--- src/rtl/kbd_pkg.sv ---
// Shared key codes and controller state type for the keyboard-to-servo-target path.
// Home-key decode is enabled by defining KBD_HOME_KEY_EN.
package kbd_pkg;

    localparam int unsigned BYTE_W = 8;

    localparam logic [BYTE_W-1:0] KEY_W_LO = 8'h77;
    localparam logic [BYTE_W-1:0] KEY_W_UP = 8'h57;
    localparam logic [BYTE_W-1:0] KEY_S_LO = 8'h73;
    localparam logic [BYTE_W-1:0] KEY_S_UP = 8'h53;
    localparam logic [BYTE_W-1:0] KEY_D_LO = 8'h64;
    localparam logic [BYTE_W-1:0] KEY_D_UP = 8'h44;
    localparam logic [BYTE_W-1:0] KEY_A_LO = 8'h61;
    localparam logic [BYTE_W-1:0] KEY_A_UP = 8'h41;
    localparam logic [BYTE_W-1:0] KEY_H_LO = 8'h68;
    localparam logic [BYTE_W-1:0] KEY_H_UP = 8'h48;

    typedef enum logic {
        IDLE,
        EXEC
    } kbd_state_t;

endpackage

--- src/rtl/kbd_cmd_fifo.sv ---
// Single-clock command FIFO; the head entry is read straight from the register array.
// A push into a full FIFO is accepted only when a pop happens in the same cycle.
module kbd_cmd_fifo #(
    parameter int unsigned DEPTH = 4,
    parameter int unsigned WIDTH = 8
) (
    input  logic                   clk,
    input  logic                   reset,
    input  logic                   push,
    input  logic                   pop,
    input  logic [WIDTH-1:0]       din,
    output logic [WIDTH-1:0]       dout,
    output logic [$clog2(DEPTH):0] count,
    output logic                   empty,
    output logic                   full
);

    localparam int unsigned PTR_W = $clog2(DEPTH);
    localparam int unsigned CNT_W = PTR_W + 1;

    logic [WIDTH-1:0] mem [DEPTH];
    logic [PTR_W-1:0] wr_ptr;
    logic [PTR_W-1:0] rd_ptr;
    logic [CNT_W-1:0] count_nxt;
    logic             wr_en;
    logic             rd_en;

    assign rd_en = pop && !empty;
    assign wr_en = push && (!full || rd_en);
    assign dout  = mem[rd_ptr];

    always_comb begin
        count_nxt = count;
        case ({wr_en, rd_en})
            2'b10:   count_nxt = count + CNT_W'(1);
            2'b01:   count_nxt = count - CNT_W'(1);
            default: count_nxt = count;
        endcase
    end

    // Pointers, occupancy and the decoded empty/full flags, all registered together
    always_ff @(posedge clk or posedge reset) begin
        if (reset) begin
            wr_ptr <= '0;
            rd_ptr <= '0;
            count  <= '0;
            empty  <= 1'b1;
            full   <= 1'b0;
        end else begin
            if (wr_en) wr_ptr <= wr_ptr + PTR_W'(1);
            if (rd_en) rd_ptr <= rd_ptr + PTR_W'(1);
            count <= count_nxt;
            empty <= (count_nxt == '0);
            full  <= (count_nxt == CNT_W'(DEPTH));
        end
    end

    always_ff @(posedge clk) begin
        if (wr_en) mem[wr_ptr] <= din;
    end

endmodule

--- src/rtl/kbd_target_ctrl.sv ---
// Buffers received key bytes and steps bounded X/Y servo targets, one command per two cycles.
// Define KBD_HOME_KEY_EN to make h/H return both coordinates to their home values.
module kbd_target_ctrl
    import kbd_pkg::*;
#(
    parameter int unsigned COORD_W    = 8,
    parameter int unsigned X_MIN      = 1,
    parameter int unsigned X_MAX      = 4,
    parameter int unsigned Y_MIN      = 1,
    parameter int unsigned Y_MAX      = 4,
    parameter int unsigned X_HOME     = 2,
    parameter int unsigned Y_HOME     = 4,
    parameter int unsigned WRAP       = 1,
    parameter int unsigned FIFO_DEPTH = 4
) (
    input  logic               clk,
    input  logic               reset,
    input  logic [7:0]         rx_data,
    input  logic               rx_valid,
    input  logic               clr_ovf,
    output logic [COORD_W-1:0] x,
    output logic [COORD_W-1:0] y,
    output logic               moved,
    output logic               at_limit,
    output logic               overflow,
    output logic               fifo_empty
);

    localparam int unsigned EXT_W = COORD_W + 1;

    localparam logic [COORD_W-1:0] X_LO = COORD_W'(X_MIN);
    localparam logic [COORD_W-1:0] X_HI = COORD_W'(X_MAX);
    localparam logic [COORD_W-1:0] Y_LO = COORD_W'(Y_MIN);
    localparam logic [COORD_W-1:0] Y_HI = COORD_W'(Y_MAX);
    localparam logic [COORD_W-1:0] X_HM = COORD_W'(X_HOME);
    localparam logic [COORD_W-1:0] Y_HM = COORD_W'(Y_HOME);

    kbd_state_t                  state;
    kbd_state_t                  state_nxt;
    logic [BYTE_W-1:0]           cmd;
    logic [BYTE_W-1:0]           cmd_nxt;
    logic [COORD_W-1:0]          x_nxt;
    logic [COORD_W-1:0]          y_nxt;
    logic                        moved_nxt;
    logic                        at_limit_nxt;
    logic [COORD_W:0]            step_r;
    logic                        pop_c;
    logic                        drop_c;
    logic [BYTE_W-1:0]           fifo_dout;
    logic [$clog2(FIFO_DEPTH):0] fifo_count;
    logic                        fifo_full;

    // One step toward a limit; result is {blocked, next}. Extended width keeps MIN==0 safe.
    function automatic logic [COORD_W:0] step_coord(
        input logic [COORD_W-1:0] cur,
        input logic               up,
        input logic [COORD_W-1:0] lo,
        input logic [COORD_W-1:0] hi
    );
        logic [EXT_W-1:0]   ext;
        logic [COORD_W-1:0] res;
        logic               blocked;
        ext     = {1'b0, cur};
        blocked = 1'b0;
        if (up) begin
            if (ext >= {1'b0, hi}) begin
                res     = (WRAP != 0) ? lo : hi;
                blocked = (WRAP == 0);
            end else begin
                res = COORD_W'(ext + EXT_W'(1));
            end
        end else begin
            if (ext <= {1'b0, lo}) begin
                res     = (WRAP != 0) ? hi : lo;
                blocked = (WRAP == 0);
            end else begin
                res = COORD_W'(ext - EXT_W'(1));
            end
        end
        return {blocked, res};
    endfunction

    kbd_cmd_fifo #(
        .DEPTH (FIFO_DEPTH),
        .WIDTH (BYTE_W)
    ) u_fifo (
        .clk   (clk),
        .reset (reset),
        .push  (rx_valid),
        .pop   (pop_c),
        .din   (rx_data),
        .dout  (fifo_dout),
        .count (fifo_count),
        .empty (fifo_empty),
        .full  (fifo_full)
    );

    assign drop_c = rx_valid && fifo_full && !pop_c;

    always_comb begin
        state_nxt    = state;
        cmd_nxt      = cmd;
        x_nxt        = x;
        y_nxt        = y;
        moved_nxt    = 1'b0;
        at_limit_nxt = 1'b0;
        pop_c        = 1'b0;
        step_r       = '0;
        case (state)
            IDLE: begin
                if (fifo_count != '0) begin
                    pop_c     = 1'b1;
                    cmd_nxt   = fifo_dout;
                    state_nxt = EXEC;
                end
            end
            EXEC: begin
                state_nxt = IDLE;
                case (cmd)
                    KEY_W_LO, KEY_W_UP: begin
                        step_r       = step_coord(y, 1'b1, Y_LO, Y_HI);
                        y_nxt        = step_r[COORD_W-1:0];
                        at_limit_nxt = step_r[COORD_W];
                    end
                    KEY_S_LO, KEY_S_UP: begin
                        step_r       = step_coord(y, 1'b0, Y_LO, Y_HI);
                        y_nxt        = step_r[COORD_W-1:0];
                        at_limit_nxt = step_r[COORD_W];
                    end
                    KEY_D_LO, KEY_D_UP: begin
                        step_r       = step_coord(x, 1'b1, X_LO, X_HI);
                        x_nxt        = step_r[COORD_W-1:0];
                        at_limit_nxt = step_r[COORD_W];
                    end
                    KEY_A_LO, KEY_A_UP: begin
                        step_r       = step_coord(x, 1'b0, X_LO, X_HI);
                        x_nxt        = step_r[COORD_W-1:0];
                        at_limit_nxt = step_r[COORD_W];
                    end
`ifdef KBD_HOME_KEY_EN
                    KEY_H_LO, KEY_H_UP: begin
                        x_nxt = X_HM;
                        y_nxt = Y_HM;
                    end
`else
`endif
                    default: ;
                endcase
                // Pulse only on a real change; wrap with MIN==MAX therefore stays quiet
                moved_nxt = (x_nxt != x) || (y_nxt != y);
            end
            default: state_nxt = IDLE;
        endcase
    end

    always_ff @(posedge clk or posedge reset) begin
        if (reset) begin
            state    <= IDLE;
            cmd      <= '0;
            x        <= X_HM;
            y        <= Y_HM;
            moved    <= 1'b0;
            at_limit <= 1'b0;
        end else begin
            state    <= state_nxt;
            cmd      <= cmd_nxt;
            x        <= x_nxt;
            y        <= y_nxt;
            moved    <= moved_nxt;
            at_limit <= at_limit_nxt;
        end
    end

    // Sticky drop flag; a drop in the same cycle as a clear keeps it set
    always_ff @(posedge clk or posedge reset) begin
        if (reset) begin
            overflow <= 1'b0;
        end else if (drop_c) begin
            overflow <= 1'b1;
        end else if (clr_ovf) begin
            overflow <= 1'b0;
        end
    end

endmodule
--- config.mk ---
export PLATFORM = sky130hd
export DESIGN_NAME = kbd_target_ctrl
export DESIGN_NICKNAME = d
export VERILOG_FILES = /design/src/rtl/kbd_pkg.sv /design/src/rtl/kbd_cmd_fifo.sv /design/src/rtl/kbd_target_ctrl.sv
export SDC_FILE = /design/constraint.sdc
export NUM_CORES = 1
export LEC_CHECK = 0
export ABC_AREA = 1
export CORE_MARGIN = 4
export CORE_UTILIZATION = 50
export CTS_BUF_LIST = sky130_fd_sc_hd__clkbuf_8
export DETAILED_ROUTE_END_ITERATION = 8
export PLACE_DENSITY = 0.67
export SLEW_MARGIN = 30
export SYNTH_ARGS = -nofsm -noshare
export SYNTH_HDL_FRONTEND = slang
export SYNTH_SLANG_ARGS = --single-unit
--- constraint.sdc ---
create_clock -name clk -period 3.1 [get_ports clk]
set_input_delay 0.62 -clock clk [delete_from_list [all_inputs] [get_ports clk]]
set_output_delay 0.62 -clock clk [all_outputs]
set_load 0.05 [all_outputs]
# == Word-level counts from Yosys, hierarchy flattened ==
# Memories as Yosys holds them, arrays and structs flattened. A register that Yosys moved wholly into a read port is not among the register bits.
# Cells that the tools add are included.
# W data, S select, Z words.
# classes
bitwise_logic,1
order_cmp,4
mux,17
add_sub_neg,8
div_mod_pow,0
mul,0
shifts,0
n_eq_ne,13
reduce_logical,17
# ops
op,count
$eq A8 B7 Y1 const B,8
$mux W8,6
$pmux W8 S2,2
$add A8 B1 Y8 const B,2
$ge A8 B3 Y1 const B,2
$le A8 B1 Y1 const B,2
$ne A8 B8 Y1,2
$sub A8 B1 Y8 const B,2
$reduce_or A2 Y1,4
$mux W1,7
$pmux W3 S2,1
$add A2 B1 Y2 const B,2
$logic_and A1 B1 Y1,4
$add A3 B1 Y3 const B,1
$eq A3 B3 Y1 const B,1
$logic_not A1 Y1,3
$logic_not A3 Y1,1
$reduce_bool A3 Y1,1
$sub A3 B1 Y3 const B,1
$eq A2 B1 Y1 const B,1
$eq A2 B2 Y1 const B,1
$logic_or A1 B1 Y1,2
$pmux W1 S2,1
$reduce_and A2 Y1,1
other kinds (2),2
# totals
latch_bits,0
inputBits,12
romBits,0
register_bits,28
word_cells,71
ramBits,32
out_inout_bits,20
memories,1
# mem_list
memory,depth,word_bits,rd,rd_clocked_by_memory_dff,write_ports,line,rtl
u_fifo.mem,4,8,1,1,1,kbd_cmd_fifo.sv:21,logic [WIDTH-1:0] mem [DEPTH];

# == Logic depth before layout (Yosys ltp) ==
# Gate-level depths: netlist of the first run.
# depth
word_depth,9
mapped_depth,13
depth_no_buf,13

# == By module ==
# Synthesis of the first run repeated with hierarchy kept, for this count alone.
# hier_totals
cells_unflattened,398
hier_area_um2,3554.7
# by_module_without_submodules
module,area_per_inst_um2,instances,cells_each,seq_area_each_um2
kbd_target_ctrl,1868.0,1,264,653.1
kbd_cmd_fifo,1686.6,1,134,1187.4

# == Worst setup path after synthesis of the first run ==
# Ideal clock, no wire load.
# synth_timing
path_type,register to register
from,reg u_fifo.empty
to,reg u_fifo.empty
period_less_slack_ps,2145
setup_ps,68
required_ps,3032
path_stages_with_launch,9
arrival_time_ps,2078
slack_ps,955
n_path_buf,0
path_cell_list,dfstp_2 -> o21ai_1 -> nand2_2 -> ha_1 -> inv_1 -> fa_1 -> o21ai_0 -> or2_2 -> nor2_1
# synth_between
elab_chain_len,7
elab_cells_between_ends,8
classes_between,eq/ne (2); mux (1); reduce/logical (5)
# synth_lines
item,line,rtl
"start, declared",kbd_cmd_fifo.sv:14,"output logic empty,"
"start signal, assigned",kbd_cmd_fifo.sv:53,empty <= (count_nxt == '0);
$logic_not A1 Y1 (*),kbd_cmd_fifo.sv:28,assign rd_en = pop && !empty;
$logic_and A1 B1 Y1 (*),kbd_cmd_fifo.sv:28,
$logic_or A1 B1 Y1,kbd_cmd_fifo.sv:29,assign wr_en = push && (!full || rd_en);
$logic_and A1 B1 Y1,kbd_cmd_fifo.sv:29,
$eq A2 B1 Y1 / $eq A2 B2 Y1 (equally long branches),kbd_cmd_fifo.sv:34,"case ({wr_en, rd_en})"
$pmux W3 S2 (*),kbd_cmd_fifo.sv:34,
via u_fifo.count_nxt[1],kbd_cmd_fifo.sv:24,logic [CNT_W-1:0] count_nxt;
$logic_not A3 Y1 (*),kbd_cmd_fifo.sv:53,
# The timed path passes the listed nets; every way through them passes the cells marked *.
# A chain may end at the register's enable or synchronous reset.

# == Worst setup path in the final report of the first run ==
# layout_timing
from,reg state
to,reg u_fifo.full
# layout_between
elab_chain_len,7
elab_cells_between_ends,8
classes_between,eq/ne (3); mux (2); reduce/logical (3)
# layout_lines
item,line,rtl
"start, declared",kbd_target_ctrl.sv:38,kbd_state_t state;
"start signal, assigned",kbd_target_ctrl.sv:165,state <= state_nxt;
$mux W1 (*),kbd_target_ctrl.sv:109,case (state)
$logic_and A1 B1 Y1 (*),kbd_cmd_fifo.sv:28,
via u_fifo.rd_en,kbd_cmd_fifo.sv:26,logic rd_en;
$logic_or A1 B1 Y1,kbd_cmd_fifo.sv:29,
$logic_and A1 B1 Y1,kbd_cmd_fifo.sv:29,
$eq A2 B1 Y1 / $eq A2 B2 Y1 (equally long branches),kbd_cmd_fifo.sv:34,
$pmux W3 S2 (*),kbd_cmd_fifo.sv:34,
via u_fifo.count_nxt[2],kbd_cmd_fifo.sv:24,
$eq A3 B3 Y1 (*),kbd_cmd_fifo.sv:54,full <= (count_nxt == CNT_W'(DEPTH));
"end signal, assigned",kbd_cmd_fifo.sv:54,
"end, declared",kbd_cmd_fifo.sv:15,output logic full
# Marked as above.

==> implementation parameters, run 1 <==
Parameter                              Value

STA
  Period Utilization, post-route ... 0.788
  RSZ-0062 raised after global routing ... no
  Final min period ... approximately 2.4 ns
  Final hold violations ... 0
  Least setup slack across all paths after layout ... about 0.66 ns
  Pin slew with the least headroom to its limit ... approximately 0.7 ns
  F_max ... between 400 and 500 MHz
  Slew Limit Fails ... 0
  Max-slew headroom at the worst pin ... 0.529
  Total negative setup slack ... 0 ns
  Final setup violation count ... 0
  Worst clock skew ... roughly 0.009 ns

GRT
  Maximum number of pins on one net before global-route repair ... 36
  Initial antenna violation count ... 0
  Wire length of the first global-routing pass ... ~11,000 um
  Remaining global-route overflow ... 0
  Combined global-route utilization of all metal layers ... 0.173
  Via count of the first global-routing pass ... around 2,400

Synth
  EDFF count, synth ... 28
  Synthesized instance count ... around 380
  Top cells by area, synth ... sky130_fd_sc_hd__edfxtp_1 (25%), sky130_fd_sc_hd__dfrtp_1 (24%), sky130_fd_sc_hd__nand2_1 (10%), sky130_fd_sc_hd__nor2_1 (5.5%), sky130_fd_sc_hd__inv_1 (5.4%)
  Proportion of netlist area held by the largest area contributor ... 0.252
  Synth warn ... 0
  Flip-flop cell with the highest count after synthesis ... sky130_fd_sc_hd__dfrtp_1
  Count of unique library cells instantiated by Yosys ... 33
  Post-Syn Nets ... about 410
  Cell Area, Synth ... between 0.003 and 0.004 mm2
  Syn Area/Cell ... around 8.7 um2
  Sequential area share after synthesis ... 0.517
  #FFs+latches synth ... 63
  Library cell with the largest summed area after synthesis ... sky130_fd_sc_hd__edfxtp_1
  Post-synth ARST share ... 0.556

Finish
  # diodes ... 0
  Post-layout net count ... around 440
  Layout area overhead ... 17.2%
  Layout cells sized above 1 ... 0.0950
  Fill cell count ... 544
  Multi-input gate area ... between 0.001 and 0.0015 mm2
  Area of all placed cells without fillers ... 0.00390 mm2
  FF/Latch Area ... 0.00172 mm2
  Final instance count without filler cells ... around 500

Min path
  Class of the tightest hold or removal check ... register to register

Floorplanning
  Starting density of the core ... 0.519
  Boundary pin count ... 32
  CORE AREA ... between 0.006 and 0.007 mm2
  Overall die width ... 89.6 um
  Standard-cell rows ... 29
  Die area ... 0.00803 mm2
  Vertical extent of the die ... ~90 um

Worst setup path
  Largest fanout on the critical path ... 11
  Category of the worst setup path launch point ... register
  Buffers and inverters on the worst path ... 3
  Critical path class ... register to register
  Crit path arrival time ... roughly 2.7 ns
  Most Frequent Cell on Critical Path ... sky130_fd_sc_hd__inv_1
  CP max stage cell ... sky130_fd_sc_hd__dfrtp_1
  Critical path capture point type ... register
  Kind of cell adding the most delay to the critical path ... adder cells
  Worst endpoint required time ... around 3.4 ns
  Crit path largest cell delay ... roughly 0.38 ns
  Cells traversed along the worst timing path ... inv_1 > nand2_2 > nor2_1 > ha_1 > inv_1 > fa_1 > a21oi_1 > o21ai_0 > xor2_1 > inv_1 > nor2_1

Drt
  Via count ... around 2,500
  Via density per instance ... ~5.0
  Final Routed Wirelength ... slightly above 6000 um
  Average routed wire per standard cell ... ~12 um
  Iteration count of the initial detailed-routing pass ... 4
  Initial DRC count ... 79
  Remaining routing DRC violations ... 0
  Residual antenna-violating net count after detailed routing ... 0

Clock network
  Insertion delay of the later-clocked pin in the worst-skew pair ... between 0.3 and 0.4 ns
  Setup Fix Bufs, Post-CTS ... 0
  Post-CTS sizing ... 0
  Root buffer cell ... sky130_fd_sc_hd__clkbuf_8
  Clock buffer count from CTS ... 9
  Clock sink count ... between 60 and 70
  Count of hold buffers inserted by post-cts repair ... 0
  Worst-case clock buffer depth ... 2
  H-tree depth reported by CTS ... 3
  CTS tree ... built
  Clock-pin slew of the registers on the worst-case setup and hold paths ... around 0.07 ns

Power
  Power density relative to cell area ... around 1100 mW/mm2
  Leakage component of the power ... around 0.0018 uW
  Total chip power ... ~4200 uW
  Worst supply voltage drop on vdd ... 0.512 mV

Place
  Total half-perimeter wirelength after legalization and detailed placement ... 4230 um
  Number of instances in the placed design ... 482
  Placed instance area ... ~0.0037 mm2
  Global placement routability congestion ... between 0.8 and 0.9
  Count of buffers inserted at the top-level ports ... 29
  Placement-stage worst setup slack ... roughly 0.52 ns

Job
  MaxCap Viol Count ... 0

Outcome
  Run status ... finished clean
[metal layers]
metal,up-vias,GRT usage,part of all wire,wire length [um]
met5,-,0,0,0
li1,1297,-,-,-
met2,33,0.293,0.49,3000
met1,1174,0.215,0.46,2870
met4,0,0.0636,0.015,92
met3,7,0.0420,0.035,216
[sequential cells by signal, summed over array words and instances, names as in the netlist, 2 cells and up]
signal,count
u_fifo.mem,28
cmd,7
u_fifo.rd_ptr,2
x,8
u_fifo.wr_ptr,2
u_fifo.count,3
y,8
[final cells by class]
| type | instances | share of cell area |
|---|---|---|
| Clock buffer | 9 | 0.0317 |
| Tap cell | 77 | 0.0247 |
| Timing Repair Buffer | 31 | 0.0782 |
| Sequential cell | 63 | 0.441 |
| Inverter | 51 | 0.0491 |
| Clock inverter | 7 | 0.0247 |
| Multi-Input combinational cell | 260 | 0.351 |
[cell families (layout without fill, tap and decap cells)]
| family | after synthesis | in the layout | share of synthesized area |
|---|---|---|---|
| DFF | 63 | 63 | 0.517 |
| buffers and inverters | 59 | 98 | 0.0725 |
| adders and majority gates | 14 | 14 | 0.0548 |
| and+or+nand+nor | 192 | 192 | 0.255 |
| AOI/OAI and AO/OA | 41 | 41 | 0.0680 |
| other | 1 | 1 | 0.00113 |
| xor gates and xnor gates | 12 | 12 | 0.0316 |
[cell usage after synthesis, types with 2 or more instances]
cell type,n
sky130_fd_sc_hd__a31oi_1,2
sky130_fd_sc_hd__nand4_1,7
sky130_fd_sc_hd__nand3_1,30
sky130_fd_sc_hd__a21oi_1,3
sky130_fd_sc_hd__nand2_2,4
sky130_fd_sc_hd__dfrtp_1,32
sky130_fd_sc_hd__buf_4,2
sky130_fd_sc_hd__nor2_2,4
sky130_fd_sc_hd__inv_1,48
sky130_fd_sc_hd__nor2_1,49
sky130_fd_sc_hd__ha_1,13
sky130_fd_sc_hd__xnor2_1,5
sky130_fd_sc_hd__o21ai_0,20
sky130_fd_sc_hd__xor2_1,7
sky130_fd_sc_hd__o22ai_1,6
sky130_fd_sc_hd__dfstp_2,3
sky130_fd_sc_hd__nand2_1,89
sky130_fd_sc_hd__nor2_4,3
sky130_fd_sc_hd__nand3_2,2
sky130_fd_sc_hd__edfxtp_1,28
sky130_fd_sc_hd__buf_2,4
sky130_fd_sc_hd__o21ai_1,9
sky130_fd_sc_hd__inv_2,2
[cells in the final DEF (no fill, tap or decap), drive strengths merged]
| master | instances |
|---|---|
| nand2 | 94 |
| nor2 | 56 |
| inv | 51 |
| dfrtp | 32 |
| nand3 | 32 |
| o21ai | 30 |
| clkdlybuf4s50 | 29 |
| edfxtp | 28 |
| ha | 13 |
| clkbuf | 9 |
| nand4 | 7 |
| xor2 | 7 |
| o22ai | 6 |
| xnor2 | 5 |
| a21oi | 3 |
| clkinvlp | 3 |
| dfstp | 3 |
| a31oi | 2 |
| bufinv | 2 |
| buf | 2 |
| clkinv | 2 |
| nor3 | 1 |
| or2 | 1 |
| nand3b | 1 |
| fa | 1 |
| conb | 1 |
[worst reg2reg max path, cell delays in order (launching register included)]
cell and delay [ns]:
sky130_fd_sc_hd__dfrtp_1 0.38, sky130_fd_sc_hd__inv_1 0.30, sky130_fd_sc_hd__nand2_2 0.17, sky130_fd_sc_hd__nor2_1 0.26, sky130_fd_sc_hd__ha_1 0.20, sky130_fd_sc_hd__inv_1 0.07
sky130_fd_sc_hd__fa_1 0.37, sky130_fd_sc_hd__a21oi_1 0.15, sky130_fd_sc_hd__o21ai_0 0.11, sky130_fd_sc_hd__xor2_1 0.23, sky130_fd_sc_hd__inv_1 0.06, sky130_fd_sc_hd__nor2_1 0.08
[metrics by stage]
stage	hold slack, ns	util
after detailed placement	0.485	0.573
after global routing	0.516	0.608
after floorplan	0.458	-
final	0.489	0.608
after global placement	0.478	0.573
after CTS	0.494	0.608
[power by group]
| group | internal, uW | leakage, uW | switching [uW] | total [uW] |
|---|---|---|---|---|
| logic | 670 | 0.000996 | 1280 | 1950 |
| registers | 1170 | 0.000688 | 257 | 1420 |
| clock network | 454 | 0.000102 | 346 | 799 |
| total | 2290 | 0.00179 | 1890 | 4170 |
[final timing paths]
path / depth (start not counted) / slack [ns] / end / start
setup / recovery: 11 / 0.66 / u_fifo.full / state
hold / removal: 1 / 0.49 / u_fifo.count[0] / u_fifo.count[0]
setup reg to reg: 11 / 0.66 / u_fifo.full / state
hold reg to reg: 1 / 0.49 / u_fifo.count[0] / u_fifo.count[0]
max in group asynchronous: 3 / 2.08 / u_fifo.empty / reset
min in group asynchronous: 3 / 0.68 / cmd[2] / reset
Power figures use the tool's default switching activity.
==> run 2, diff against run 1 <==
--- a/config.mk
+++ b/config.mk
@@ -10,7 +10,7 @@
 export CORE_UTILIZATION = 50
 export CTS_BUF_LIST = sky130_fd_sc_hd__clkbuf_8
 export DETAILED_ROUTE_END_ITERATION = 8
-export PLACE_DENSITY = 0.67
+export PLACE_DENSITY = 0.7
 export SLEW_MARGIN = 30
 export SYNTH_ARGS = -nofsm -noshare
 export SYNTH_HDL_FRONTEND = slang
==> constraint.sdc (replaced) <==
create_clock -name clk -period 2.1 [get_ports clk]
set_input_delay 0.42 -clock clk [delete_from_list [all_inputs] [get_ports clk]]
set_output_delay 0.42 -clock clk [all_outputs]
set_load 0.05 [all_outputs]
==> run 2 against run 1 <==
  * Clock-buffer cell count is the same
  * Hold slack lost 0.0087 ns
  * Fmax grew 18%
  * Flip-flop and latch count is the same
  * Via count grew 3.9%
  * Clock power grew 33%
  * Critical endpoint is now u_fifo.empty
  * Highest routed layer unchanged
==> implementation parameters, run 2 (synthesis gave the netlist of run 1 again) <==
Parameter                              Value

STA
  Worst clock skew ... around 0.0088 ns
  F_max ... roughly 480 MHz
  Total negative setup slack ... 0 ns
  Hold slack final ... slightly below 0.5 ns
  RSZ-0062 raised after global routing ... yes
  Max-slew headroom at the worst pin ... 0.663
  Slew Limit Fails ... 0
  Final hold violations ... 0
  Period Utilization, post-route ... 0.982
  Final min period ... a little over 2 ns
  Pin slew with the least headroom to its limit ... between 0.5 and 0.6 ns
  Final setup violation count ... 0

Power
  Share of power burned in combinational logic ... 0.515
  Internal power ... 3520 uW
  Share of power burned in the clock network ... 0.165
  Net switching fraction of the power ... 0.454
  Worst supply voltage drop on vdd ... around 0.84 mV
  Leakage component of the power ... between 0.0015 and 0.002 uW
  Total chip power ... between 6000 and 7000 uW
  Sequential share of power ... 0.320
  Switching Power ... just under 3000 uW
  Power density relative to cell area ... ~1600 mW/mm2

GRT
  Initial antenna violation count ... 0
  Wire length of the first global-routing pass ... 11,200 um
  Remaining global-route overflow ... 0
  Via count of the first global-routing pass ... roughly 2,600
  Maximum number of pins on one net before global-route repair ... 36
  Combined global-route utilization of all metal layers ... 0.181

Floorplanning
  CORE AREA ... between 0.006 and 0.007 mm2
  Vertical extent of the die ... about 90 um
  Boundary pin count ... 32
  Overall die width ... roughly 90 um
  Die area ... about 0.0080 mm2
  Standard-cell rows ... 29
  Starting density of the core ... 0.519

Place
  Number of instances in the placed design ... roughly 490
  Total half-perimeter wirelength after legalization and detailed placement ... approximately 4400 um
  Count of buffers inserted at the top-level ports ... 29
  Global placement routability congestion ... between 0.8 and 0.9

Finish
  Fill cell count ... 524
  Flip-flop count of the largest register, all copies and words added ... 28
  # diodes ... 0
  Largest register by flop count ... u_fifo.mem
  Final instance count without filler cells ... roughly 500
  Biggest regs ... u_fifo.mem (28), x (8), y (8)
  Layout area overhead ... 22.2%
  Most frequent cells in the layout ... sky130_fd_sc_hd__nand2_1 (89), sky130_fd_sc_hd__nor2_1 (48), sky130_fd_sc_hd__inv_1 (44), sky130_fd_sc_hd__dfrtp_1 (32), sky130_fd_sc_hd__nand3_1 (29)
  Final design utilization ... 0.634
  FF/Latch Area ... approximately 0.0017 mm2
  Multi-input gate area ... between 0.001 and 0.0015 mm2
  Layout cells sized above 1 ... 0.164
  Post-layout net count ... between 400 and 500
  Commonest non-fill, non-tap cell in the layout ... sky130_fd_sc_hd__nand2_1

Clock network
  Root buffer cell ... sky130_fd_sc_hd__clkbuf_8
  Clock sink count ... between 60 and 70
  CTS tree ... built
  Worst-case clock buffer depth ... 2
  Clock-pin slew of the registers on the worst-case setup and hold paths ... 0.08 ns
  Count of hold buffers inserted by post-cts repair ... 0
  Insertion delay of the later-clocked pin in the worst-skew pair ... between 0.3 and 0.4 ns
  H-tree depth reported by CTS ... 3
  Clock buffer count from CTS ... 9

Worst setup path
  Category of the worst setup path launch point ... register
  Critical path capture point type ... register
  Most Frequent Cell on Critical Path ... sky130_fd_sc_hd__inv_2
  Cells traversed along the worst timing path ... inv_2 > nand3_2 > nand2_4 > o21ai_2 > nand2_2 > ha_4 > inv_2 > fa_2 > o21ai_1 > or2_4 > nor2_1
  Worst endpoint required time ... about 2.4 ns
  Critical path class ... register to register
  CP max stage cell ... sky130_fd_sc_hd__fa_2
  Crit path arrival time ... about 2.3 ns
  Crit path largest cell delay ... ~0.57 ns
  Largest fanout on the critical path ... 4

Drt
  Remaining routing DRC violations ... 0
  Via count ... 2,610
  Via density per instance ... approximately 5
  Iteration count of the initial detailed-routing pass ... 5
  Average routed wire per standard cell ... approximately 13 um
  Final Routed Wirelength ... around 6500 um
  Initial DRC count ... 73
  Residual antenna-violating net count after detailed routing ... 0

Job
  MaxCap Viol Count ... 0

Min path
  Class of the tightest hold or removal check ... input pin to asynchronous set/reset pin

Outcome
  Run status ... finished clean
## run 2: cell types whose count changed in the layout (fill, tap and decap cells not counted), sizes merged
cell | before | now
clkdlybuf4s50 | 29 | 20
inv | 51 | 52
bufinv | 2 | 1
clkinvlp | 3 | 2
buf | 2 | 22
clkinv | 2 | 3
dlymetal6s2s | 0 | 6
## run 2: power groups by stage
stage                     combinational, uW  clock, uW  sequential, uW
final                                  3320       1060            2060
after detailed placement               3120          0            2080
after floorplan                        1920          0            2450
after global placement                 3020          0            2070
after CTS                              3160       1090            2060
after global routing                   3750       1150            2120
## run 2: path summary, 6_finish.rpt
check / from / to / slack, ns / cells past startpoint
max: u_fifo.count[1] / u_fifo.empty / 0.04 / 11
min: reset / cmd[6] / 0.48 / 3
max reg2reg: u_fifo.count[1] / u_fifo.empty / 0.04 / 11
min reg2reg: x[1] / x[1] / 0.51 / 2
max in group asynchronous: reset / u_fifo.empty / 1.28 / 3
min in group clk: x[1] / x[1] / 0.51 / 2
## run 2: stage by stage
stage	area, um2	worst slack (ns)
after global routing	4070	-0.0821
after global placement	3760	-0.0337
after floorplan	3340	0.00791
after CTS	3970	0.00637
final	4070	0.0368
after detailed placement	3760	-0.112
## run 2: critical path: cells and delay by family (launching register included)
family                   cells  cell delay [ns]
adder cells (fa/ha/maj)      2             0.71
AO/OA/AOI/OAI                2             0.14
buffers and inverters        2             0.11
AND/OR/NAND/NOR              5             0.65
flip-flops                   1             0.39
## run 2: final cells by class
cell class              instances  share of cell area
clock buffers                   9              0.0304
clock inverters                 7              0.0197
inverters                      51              0.0470
multi-input cells             260               0.348
flip-flops and latches         63               0.423
well taps                      77              0.0237
repair buffers                 48               0.108
## run 2: timing repair
| item | in CTS | in global routing |
|---|---|---|
| buffers inserted | 1 | 6 |
| setup endpoints to repair | 2 | 9 |
| gates resized for setup | 1 | 15 |
| endpoints found under the hold margin | 0 | 0 |
| pin swaps | 1 | 9 |
## run 2: per-layer routing
metal / wire length, um / global-route usage / share of wire
met5: 0 / 0 / 0
met4: 157 / 0.0785 / 0.024
met3: 214 / 0.0283 / 0.033
met1: 2870 / 0.220 / 0.44
met2: 3290 / 0.318 / 0.50
==> run 3, diff against run 2 <==
--- a/config.mk
+++ b/config.mk
@@ -11,7 +11,8 @@
 export CTS_BUF_LIST = sky130_fd_sc_hd__clkbuf_8
 export DETAILED_ROUTE_END_ITERATION = 8
 export PLACE_DENSITY = 0.7
-export SLEW_MARGIN = 30
+export REMOVE_ABC_BUFFERS = 1
+export SLEW_MARGIN = 5
 export SYNTH_ARGS = -nofsm -noshare
 export SYNTH_HDL_FRONTEND = slang
 export SYNTH_SLANG_ARGS = --single-unit
==> run 3 against run 2 <==
  * Sequential power barely moved
  * Total power fell by 2.0%
  * Clock power fell by 5%
  * Global-route usage fell by 0.82 points
  * Highest routed layer unchanged
  * Clock skew rose by 0.0014 ns
  * Hold slack improved by 0.0039 ns
  * Largest power group unchanged
  * Register-to-register slack improved by 0.04 ns
  * Flip-flop and latch count did not move
  * Clock-buffer cell count did not move
  * Non-clock buffer count fell by 5
  * Core utilization fell by 0.90 points
  * Die area did not move
==> implementation parameters, run 3 (synthesis gave the netlist of run 1 again) <==
Parameter                              Value

Outcome
  Run status ... finished clean

Floorplanning
  Overall die width ... ~90 um
  Die area ... approximately 0.0080 mm2
  Boundary pin count ... 32
  Vertical extent of the die ... 89.6 um
  CORE AREA ... 0.00642 mm2
  Starting density of the core ... 0.519
  Standard-cell rows ... 29

Drt
  Remaining routing DRC violations ... 0
  Final Routed Wirelength ... about 6400 um
  Via density per instance ... approximately 5.0
  Initial DRC count ... 94
  Average routed wire per standard cell ... about 13 um
  Residual antenna-violating net count after detailed routing ... 0
  Iteration count of the initial detailed-routing pass ... 4
  Via count ... 2,552

STA
  Worst clock skew ... 0.0102 ns
  Pin slew with the least headroom to its limit ... between 0.5 and 0.6 ns
  Period Utilization, post-route ... 0.963
  Total negative setup slack ... 0 ns
  Hold slack final ... 0.485 ns
  Final hold violations ... 0
  Final min period ... 2.02 ns
  RSZ-0062 raised after global routing ... yes
  Slew Limit Fails ... 0
  Max-slew headroom at the worst pin ... 0.663
  Least setup slack across all paths after layout ... a little under 0.08 ns
  F_max ... approximately 490 MHz
  Final setup violation count ... 0

GRT
  Remaining global-route overflow ... 0
  Initial antenna violation count ... 0
  Maximum number of pins on one net before global-route repair ... 36
  Via count of the first global-routing pass ... 2,377
  Combined global-route utilization of all metal layers ... 0.173
  Wire length of the first global-routing pass ... roughly 11,000 um

Worst setup path
  Kind of cell adding the most delay to the critical path ... buffers and inverters
  Largest fanout on the critical path ... 5
  CP max stage cell ... sky130_fd_sc_hd__clkdlybuf4s50_1
  Crit path arrival time ... 1.60 ns
  Crit. path cell count ... 1
  Cells traversed along the worst timing path ... clkdlybuf4s50_1
  Reg2reg path depth ... 11
  Buffers and inverters on the worst path ... 1
  Critical path class ... register to output pin
  Crit path largest cell delay ... between 0.8 and 0.9 ns
  Category of the worst setup path launch point ... register
  Worst endpoint required time ... about 1.7 ns
  Critical path capture point type ... output pin

Place
  Global placement routability congestion ... between 0.8 and 0.9
  Total half-perimeter wirelength after legalization and detailed placement ... between 4000 and 5000 um
  Count of buffers inserted at the top-level ports ... 29
  Number of instances in the placed design ... between 400 and 500
  Placement-stage worst setup slack ... -0.142 ns

Finish
  Fill cell count ... 528
  Flip-flop count of the largest register, all copies and words added ... 28
  Biggest regs ... u_fifo.mem (28), x (8), y (8)
  # diodes ... 0
  Final design utilization ... 0.625
  Most frequent cells in the layout ... sky130_fd_sc_hd__nand2_1 (89), sky130_fd_sc_hd__nor2_1 (47), sky130_fd_sc_hd__inv_1 (45), sky130_fd_sc_hd__dfrtp_1 (32), sky130_fd_sc_hd__nand3_1 (29)
  Post-layout net count ... between 400 and 500
  Final instance count without filler cells ... 510
  Layout cells sized above 1 ... 0.152
  Largest register by flop count ... u_fifo.mem
  Layout area overhead ... 20.5%
  Commonest non-fill, non-tap cell in the layout ... sky130_fd_sc_hd__nand2_1

Clock network
  Worst-case clock buffer depth ... 2
  Count of hold buffers inserted by post-cts repair ... 0
  CTS tree ... built
  Clock buffer count from CTS ... 9
  Clock sink count ... 63
  H-tree depth reported by CTS ... 3
  Root buffer cell ... sky130_fd_sc_hd__clkbuf_8
  Insertion delay of the later-clocked pin in the worst-skew pair ... ~0.33 ns
  Clock-pin slew of the registers on the worst-case setup and hold paths ... ~0.07 ns

Min path
  Class of the tightest hold or removal check ... input pin to asynchronous set/reset pin

Job
  MaxCap Viol Count ... 0

Power
  Power density relative to cell area ... about 1600 mW/mm2
  Worst supply voltage drop on vdd ... 0.813 mV
  Leakage component of the power ... approximately 0.0019 uW
-- run 3: repair_timing --
item | 4_1_cts | 5_1_grt
cloned | 0 | 0
setup endpoints to repair | 2 | 8
gates resized for setup | 1 | 21
setup buffers | 1 | 2
pin swaps | 1 | 7
-- run 3: final timing paths --
| kind | startpoint | to | slack [ns] |
|---|---|---|---|
| worst max-delay path | y[3] | y[3] | 0.08 |
| worst min-delay path | reset | x[7] | 0.48 |
| worst max register to register | u_fifo.count[0] | u_fifo.empty | 0.08 |
| worst min register to register | x[1] | x[1] | 0.51 |
| max in group asynchronous | reset | u_fifo.empty | 1.26 |
| min in group clk | x[1] | x[1] | 0.51 |
-- run 3: final cells by class --
cell class / instances / area (um2) / area share
inverter: 51 / 191 / 0.0477
timing repair buffer: 43 / 400 / 0.0998
multi-input combinational: 260 / 1420 / 0.353
tap: 77 / 96.3 / 0.0240
clock inverter: 7 / 65.1 / 0.0162
sequential: 63 / 1720 / 0.429
clock buffer: 9 / 124 / 0.0309
-- run 3: per-stage QoR --
stage / instance area, um2 / total power, uW
after floorplan: 3280 / 4240
after global placement: 3740 / 5030
after detailed placement: 3740 / 5100
after CTS: 3940 / 6150
after global routing: 4010 / 6870
final: 4010 / 6320
-- run 3: worst reg2reg max path, stage by stage (launching register included) --
cell and delay, ns:
sky130_fd_sc_hd__dfrtp_1 0.39, sky130_fd_sc_hd__inv_2 0.09, sky130_fd_sc_hd__nand3_2 0.08, sky130_fd_sc_hd__nand2_2 0.10
sky130_fd_sc_hd__o21ai_2 0.06, sky130_fd_sc_hd__nand2_2 0.09, sky130_fd_sc_hd__ha_4 0.13, sky130_fd_sc_hd__inv_2 0.04
sky130_fd_sc_hd__fa_2 0.52, sky130_fd_sc_hd__o21ai_1 0.08, sky130_fd_sc_hd__or2_4 0.27, sky130_fd_sc_hd__nor2_2 0.11
-- run 3: where the power goes --
part	internal, uW	switching, uW
sequential	1720	342
clock	537	468
combinational	1200	2050
-- run 3: per-layer routing --
metal	share of wire	routed length, um	up-vias	GRT usage
met4	0.013	83	0	0.0487
met2	0.50	3190	37	0.297
met3	0.033	209	7	0.0465
li1	-	-	1316	-
met1	0.46	2920	1192	0.215
met5	0	0	-	0
